[src/rtl/mips_pkg.sv]
// mips_pkg: shared opcodes, FSM state encodings and ALU operation codes
package mips_pkg;

    typedef enum logic [3:0] {
        FETCH     = 4'd0,
        DECODE    = 4'd1,
        MEM_ADDR  = 4'd2,
        MEM_READ  = 4'd3,
        MEM_WB    = 4'd4,
        MEM_WRITE = 4'd5,
        EXECUTE   = 4'd6,
        ALU_WB    = 4'd7,
        BRANCH    = 4'd8,
        JUMP      = 4'd9,
        IMM_EXEC  = 4'd10,
        IMM_WB    = 4'd11
    } state_t;

    localparam logic [5:0] OP_RTYPE = 6'h00;
    localparam logic [5:0] OP_LW    = 6'h23;
    localparam logic [5:0] OP_SW    = 6'h2B;
    localparam logic [5:0] OP_BEQ   = 6'h04;
    localparam logic [5:0] OP_J     = 6'h02;
    localparam logic [5:0] OP_ADDI  = 6'h08;
    localparam logic [5:0] OP_ORI   = 6'h0D;

    localparam logic [1:0] ALU_ADD      = 2'b00;
    localparam logic [1:0] ALU_SUB      = 2'b01;
    localparam logic [1:0] ALU_R_FORMAT = 2'b10;
    localparam logic [1:0] ALU_ORI      = 2'b11;

    // First state after DECODE; FETCH marks an unsupported opcode
    function automatic state_t decode_target(input logic [5:0] op);
        case (op)
            OP_RTYPE:       return EXECUTE;
            OP_LW, OP_SW:   return MEM_ADDR;
            OP_BEQ:         return BRANCH;
            OP_J:           return JUMP;
            OP_ADDI, OP_ORI: return IMM_EXEC;
            default:        return FETCH;
        endcase
    endfunction

endpackage

[src/rtl/multicycle_control.sv]
// multicycle_control: Moore FSM sequencing the multicycle MIPS datapath
module multicycle_control
    import mips_pkg::*;
(
    input  logic       clk,
    input  logic       reset,
    input  logic [5:0] opcode,
    input  logic       mem_ready,
    output logic       pc_write,
    output logic       pc_write_cond,
    output logic       i_or_d,
    output logic       mem_read,
    output logic       mem_write,
    output logic       ir_write,
    output logic       mem_to_reg,
    output logic       reg_dst,
    output logic       reg_write,
    output logic       alu_src_a,
    output logic [1:0] alu_src_b,
    output logic [1:0] alu_op,
    output logic [1:0] pc_source,
    output logic       zero_ext,
    output logic       illegal_op,
    output logic [3:0] state
);

    state_t cur_state, next_state;

    assign state = cur_state;

    // State register; reset aborts any state, including a pending memory wait
    always_ff @(posedge clk) begin
        if (reset) cur_state <= FETCH;
        else       cur_state <= next_state;
    end

    // Next-state logic; mem_ready only matters in the memory-access states
    always_comb begin
        next_state = FETCH;
        case (cur_state)
            FETCH:     next_state = mem_ready ? DECODE : FETCH;
            DECODE:    next_state = decode_target(opcode);
            MEM_ADDR:  next_state = (opcode == OP_LW) ? MEM_READ : (opcode == OP_SW) ? MEM_WRITE : FETCH;
            MEM_READ:  next_state = mem_ready ? MEM_WB : MEM_READ;
            MEM_WRITE: next_state = mem_ready ? FETCH : MEM_WRITE;
            EXECUTE:   next_state = ALU_WB;
            IMM_EXEC:  next_state = IMM_WB;
            default:   next_state = FETCH;
        endcase
    end

    // Output decode from state; everything held low while reset is asserted
    always_comb begin
        pc_write      = 1'b0;
        pc_write_cond = 1'b0;
        i_or_d        = 1'b0;
        mem_read      = 1'b0;
        mem_write     = 1'b0;
        ir_write      = 1'b0;
        mem_to_reg    = 1'b0;
        reg_dst       = 1'b0;
        reg_write     = 1'b0;
        alu_src_a     = 1'b0;
        alu_src_b     = 2'b00;
        alu_op        = ALU_ADD;
        pc_source     = 2'b00;
        zero_ext      = 1'b0;
        illegal_op    = 1'b0;
        if (!reset) begin
            case (cur_state)
                FETCH: begin
                    mem_read  = 1'b1;
                    alu_src_b = 2'b01;
                    ir_write  = mem_ready;
                    pc_write  = mem_ready;
                end
                DECODE: begin
                    alu_src_b  = 2'b11;
                    illegal_op = (decode_target(opcode) == FETCH);
                end
                MEM_ADDR: begin
                    alu_src_a = 1'b1;
                    alu_src_b = 2'b10;
                end
                MEM_READ: begin
                    i_or_d   = 1'b1;
                    mem_read = 1'b1;
                end
                MEM_WRITE: begin
                    i_or_d    = 1'b1;
                    mem_write = 1'b1;
                end
                MEM_WB: begin
                    reg_write  = 1'b1;
                    mem_to_reg = 1'b1;
                end
                EXECUTE: begin
                    alu_src_a = 1'b1;
                    alu_op    = ALU_R_FORMAT;
                end
                ALU_WB: begin
                    reg_write = 1'b1;
                    reg_dst   = 1'b1;
                end
                BRANCH: begin
                    alu_src_a     = 1'b1;
                    alu_op        = ALU_SUB;
                    pc_write_cond = 1'b1;
                    pc_source     = 2'b01;
                end
                JUMP: begin
                    pc_write  = 1'b1;
                    pc_source = 2'b10;
                end
                IMM_EXEC: begin
                    alu_src_a = 1'b1;
                    alu_src_b = 2'b10;
                    alu_op    = (opcode == OP_ORI) ? ALU_ORI : ALU_ADD;
                    zero_ext  = (opcode == OP_ORI);
                end
                IMM_WB: reg_write = 1'b1;
                default: ;
            endcase
        end
    end

endmodule

[config.mk]
export PLATFORM = sky130hd
export DESIGN_NAME = multicycle_control
export DESIGN_NICKNAME = d
export VERILOG_FILES = /design/src/rtl/mips_pkg.sv /design/src/rtl/multicycle_control.sv
export SDC_FILE = /design/constraint.sdc
export NUM_CORES = 1
export LEC_CHECK = 0
export ABC_AREA = 1
export ABC_CLOCK_PERIOD_IN_PS = 2800
export CORE_AREA = 2 2 40 42
export DETAILED_ROUTE_END_ITERATION = 10
export DIE_AREA = 0 0 42 44
export GPL_ROUTABILITY_DRIVEN = 1
export GPL_TIMING_DRIVEN = 0
export PLACE_DENSITY = 0.81
export SLEW_MARGIN = 20
export SYNTH_ARGS = -nofsm -noshare
export SYNTH_HDL_FRONTEND = slang
export SYNTH_SLANG_ARGS = --single-unit
[constraint.sdc]
create_clock -name clk -period 2.8 [get_ports clk]
set_input_delay 0.42 -clock clk [delete_from_list [all_inputs] [get_ports clk]]
set_output_delay 0.42 -clock clk [all_outputs]
set_load 0.02 [all_outputs]
==> metrics.md <==
| Metric | Value |
|---|---|
| Layout cells sized above 1 | 9.489% |
| Vias | 750 |
| Mux contribution to synthesized area | 0% |
| Global placer's final weighted congestion | 0.8810 |
| Crit Path Category | input pin to output pin |
| # diodes | 0 |
| Syn avg cell area | 5.184 µm² |
| Post-Route WL | 1484 µm |
| Net count after synthesis | 114 |
| GRT Resource Usage Total | 16.87% |
| Finished Cell Area | 877.1 µm² |
| HP Class | register to register |
| Worst hold margin | 0.7772 ns |
| Fin crit period | 2.618 ns |
| Synth Area in Adders | 0% |
| Area share of and/or/nand/nor cells after synthesis | 61.84% |
| Largest family of logic cells by synthesized area | simple AND/OR/NAND/NOR gates |
| Period utilization | 93.49% |
| I/O pins | 31 |
| Postcts setup bufs | 0 |
| Post-Synth XOR/XNOR Area | 0% |
| Worst-case clock skew | 0.002340 ns |
| Largest net degree at the start of global routing | 11 |
| Resized Gates After CTS | 0 |
| Max_cap viols | 0 |
| Seq/Total Area, Yosys | 14.71% |
| Remaining DRCs | 0 |
| # setup viols final | 0 |
| Synth warn | 0 |
| Fill cells | 149 |
| Grt total ovfl | 0 |
| Drt pass-1 iters | 5 |
| Worst-path cell chain | clkdlybuf4s50_1 -> nor2_1 -> nand3_1 -> o21a_1 -> nor2_1 -> clkdlybuf4s50_1 |
| Vias in the first global route | 644 |
| Critical Path Fanout Max | 5 |
| Placed instance area | 854.6 µm² |
| Routed WL per cell | 9.699 µm |
| Critical Path RT | 2.38 ns |
| RSZ-0062 raised after global routing | false |
| Synthesized instance count | 105 |
| Max Slew Vio Count | 0 |
| Max_slew headroom | 71.13% |
| Die Area | 1848 µm² |
| IO buf count | 29 |
| Final antenna-violating net count | 0 |
| Top post-synthesis cells by area | nor2_1 (21%), dfxtp_1 (15%), nand2_1 (14%) |
| Area Growth Syn to Fin | 61.15% |
| Final nets | 148 |
| CTS Buffer Depth | 2 |
| Slowest cell on the critical path | clkdlybuf4s50_1 |
| Tightest Pin Transition | 0.4330 ns |
| CP max stage delay | 0.61 ns |
| FF+latch count, synth | 4 |
| Clock sinks | 4 |
| Placement row count | 14 |
| Die H | 44 µm |
| Initial Util | 38.36% |
| Max FFs per register | 4 |
| Die Wd | 42 µm |
| Core box area | 1419 µm² |
| Final hold vios | 0 |
| Detailed Place HPWL | 1299 µm |
| Critical Path Start Type | input pin |
| Vias per cell | 4.902 |
| Worst EP arrival | 2.20 ns |
| Fin Setup TNS | 0 ns |
| Antenna violations before repair | 0 |
| Initial DRC count | 9 |
| Synth Area in Compound Gates | 11.72% |
| Synth cell types | 21 |
| Share of the synthesized area in the top cell type | 21.38% |
| Crit. End Element | output pin |
| Worst skew pair latency | 0.23 ns |
| Cts bufs inserted | 3 |
| Yosys top cell by area | nor2_1 |
| Clock transition at path regs | 0.04 ns |
| Max Fclk | 382.0 MHz |
| Lkg Pwr | 0.3705 nW |
| CTS tree | done |
| Clock Tree Root | clkbuf_4 |
| Post-Syn Area | 544.3 µm² |
| Htree depth | 1 |
| First-pass GRT wire length | 2456 µm |
| Maximum VDD drop | 241.0 µV |
| Cts hold-fix bufs | 0 |
| Status | completed |
| PwrDens | 218.3 nW/µm² |
[cell usage after synthesis, drive strengths merged]
| library cell | number |
|---|---|
| nor3 | 3 |
| a31oi | 1 |
| buf | 1 |
| or2 | 1 |
| a21oi | 6 |
| nor4 | 1 |
| nor2 | 35 |
| nand3b | 1 |
| nand2 | 23 |
| o21ai | 4 |
| nand3 | 7 |
| inv | 13 |
| clkbuf | 2 |
| nand4 | 2 |
| o21a | 1 |
| dfxtp | 4 |
[cell families (layout without fill, tap and decap cells)]
family / Yosys count / in the layout
simple gates: 73 / 73
buf+inv: 16 / 48
compound gates: 12 / 12
flops: 4 / 4
[layout by cell type (no fill, tap or decap), drive strengths merged, types with 2 or more instances in the layout]
| master | instances |
|---|---|
| a21oi | 6 |
| clkbuf | 5 |
| clkdlybuf4s50 | 29 |
| dfxtp | 4 |
| inv | 13 |
| nand2 | 23 |
| nand3 | 7 |
| nand4 | 2 |
| nor2 | 35 |
| nor3 | 3 |
| o21ai | 4 |
[path summary, 6_finish.rpt]
check,startpoint,end,slack (ns),depth (start not counted)
max,opcode[5],alu_op[1],0.18,6
min,state[3],state[0],0.78,5
max reg2reg,state[3],state[0],1.50,7
min reg2reg,state[3],state[0],0.78,5
[report_power, final]
group          internal [mW]  switching [mW]
registers             0.0585         0.00249
logic                 0.0284          0.0345
clock network         0.0477          0.0199
total                  0.135          0.0569
[per-layer routing]
layer	track usage (%)	routed length, µm	up-vias
li1	-	-	399
met1	19.00	597	317
met2	31.56	742	32
met3	4.167	122	2
met4	4.516	21	0
met5	0	0	-
[cell type report]
type | count | area (µm²) | share of cell area [%]
multi-input combinational | 85 | 400.4 | 45.65
tap | 16 | 20.02 | 2.282
inverter | 13 | 48.80 | 5.563
clock buffer | 3 | 22.52 | 2.568
sequential | 4 | 80.08 | 9.130
timing repair buffer | 29 | 290.3 | 33.10
buffer | 3 | 15.01 | 1.712
[critical path, delay by kind of cell]
family                 cells  cell delay, ns
AO/OA/AOI/OAI              1            0.20
buffers and inverters      2            1.03
AND/OR/NAND/NOR            3            0.54
[per-stage QoR]
step | utilization, % | std cells | setup slack, ns | power [mW]
2_1_floorplan | - | 105 | 0.8268 | 0.09487
3_3_place_gp | 60.23 | 150 | 0.1995 | 0.1238
3_5_place_dp | 60.23 | 150 | 0.1901 | 0.1249
4_1_cts | 61.82 | 153 | 0.1818 | 0.1960
5_1_grt | 61.82 | 153 | 0.05196 | 0.2084
6_report | 61.82 | 153 | 0.1823 | 0.1915
Power figures use the tool's default switching activity.
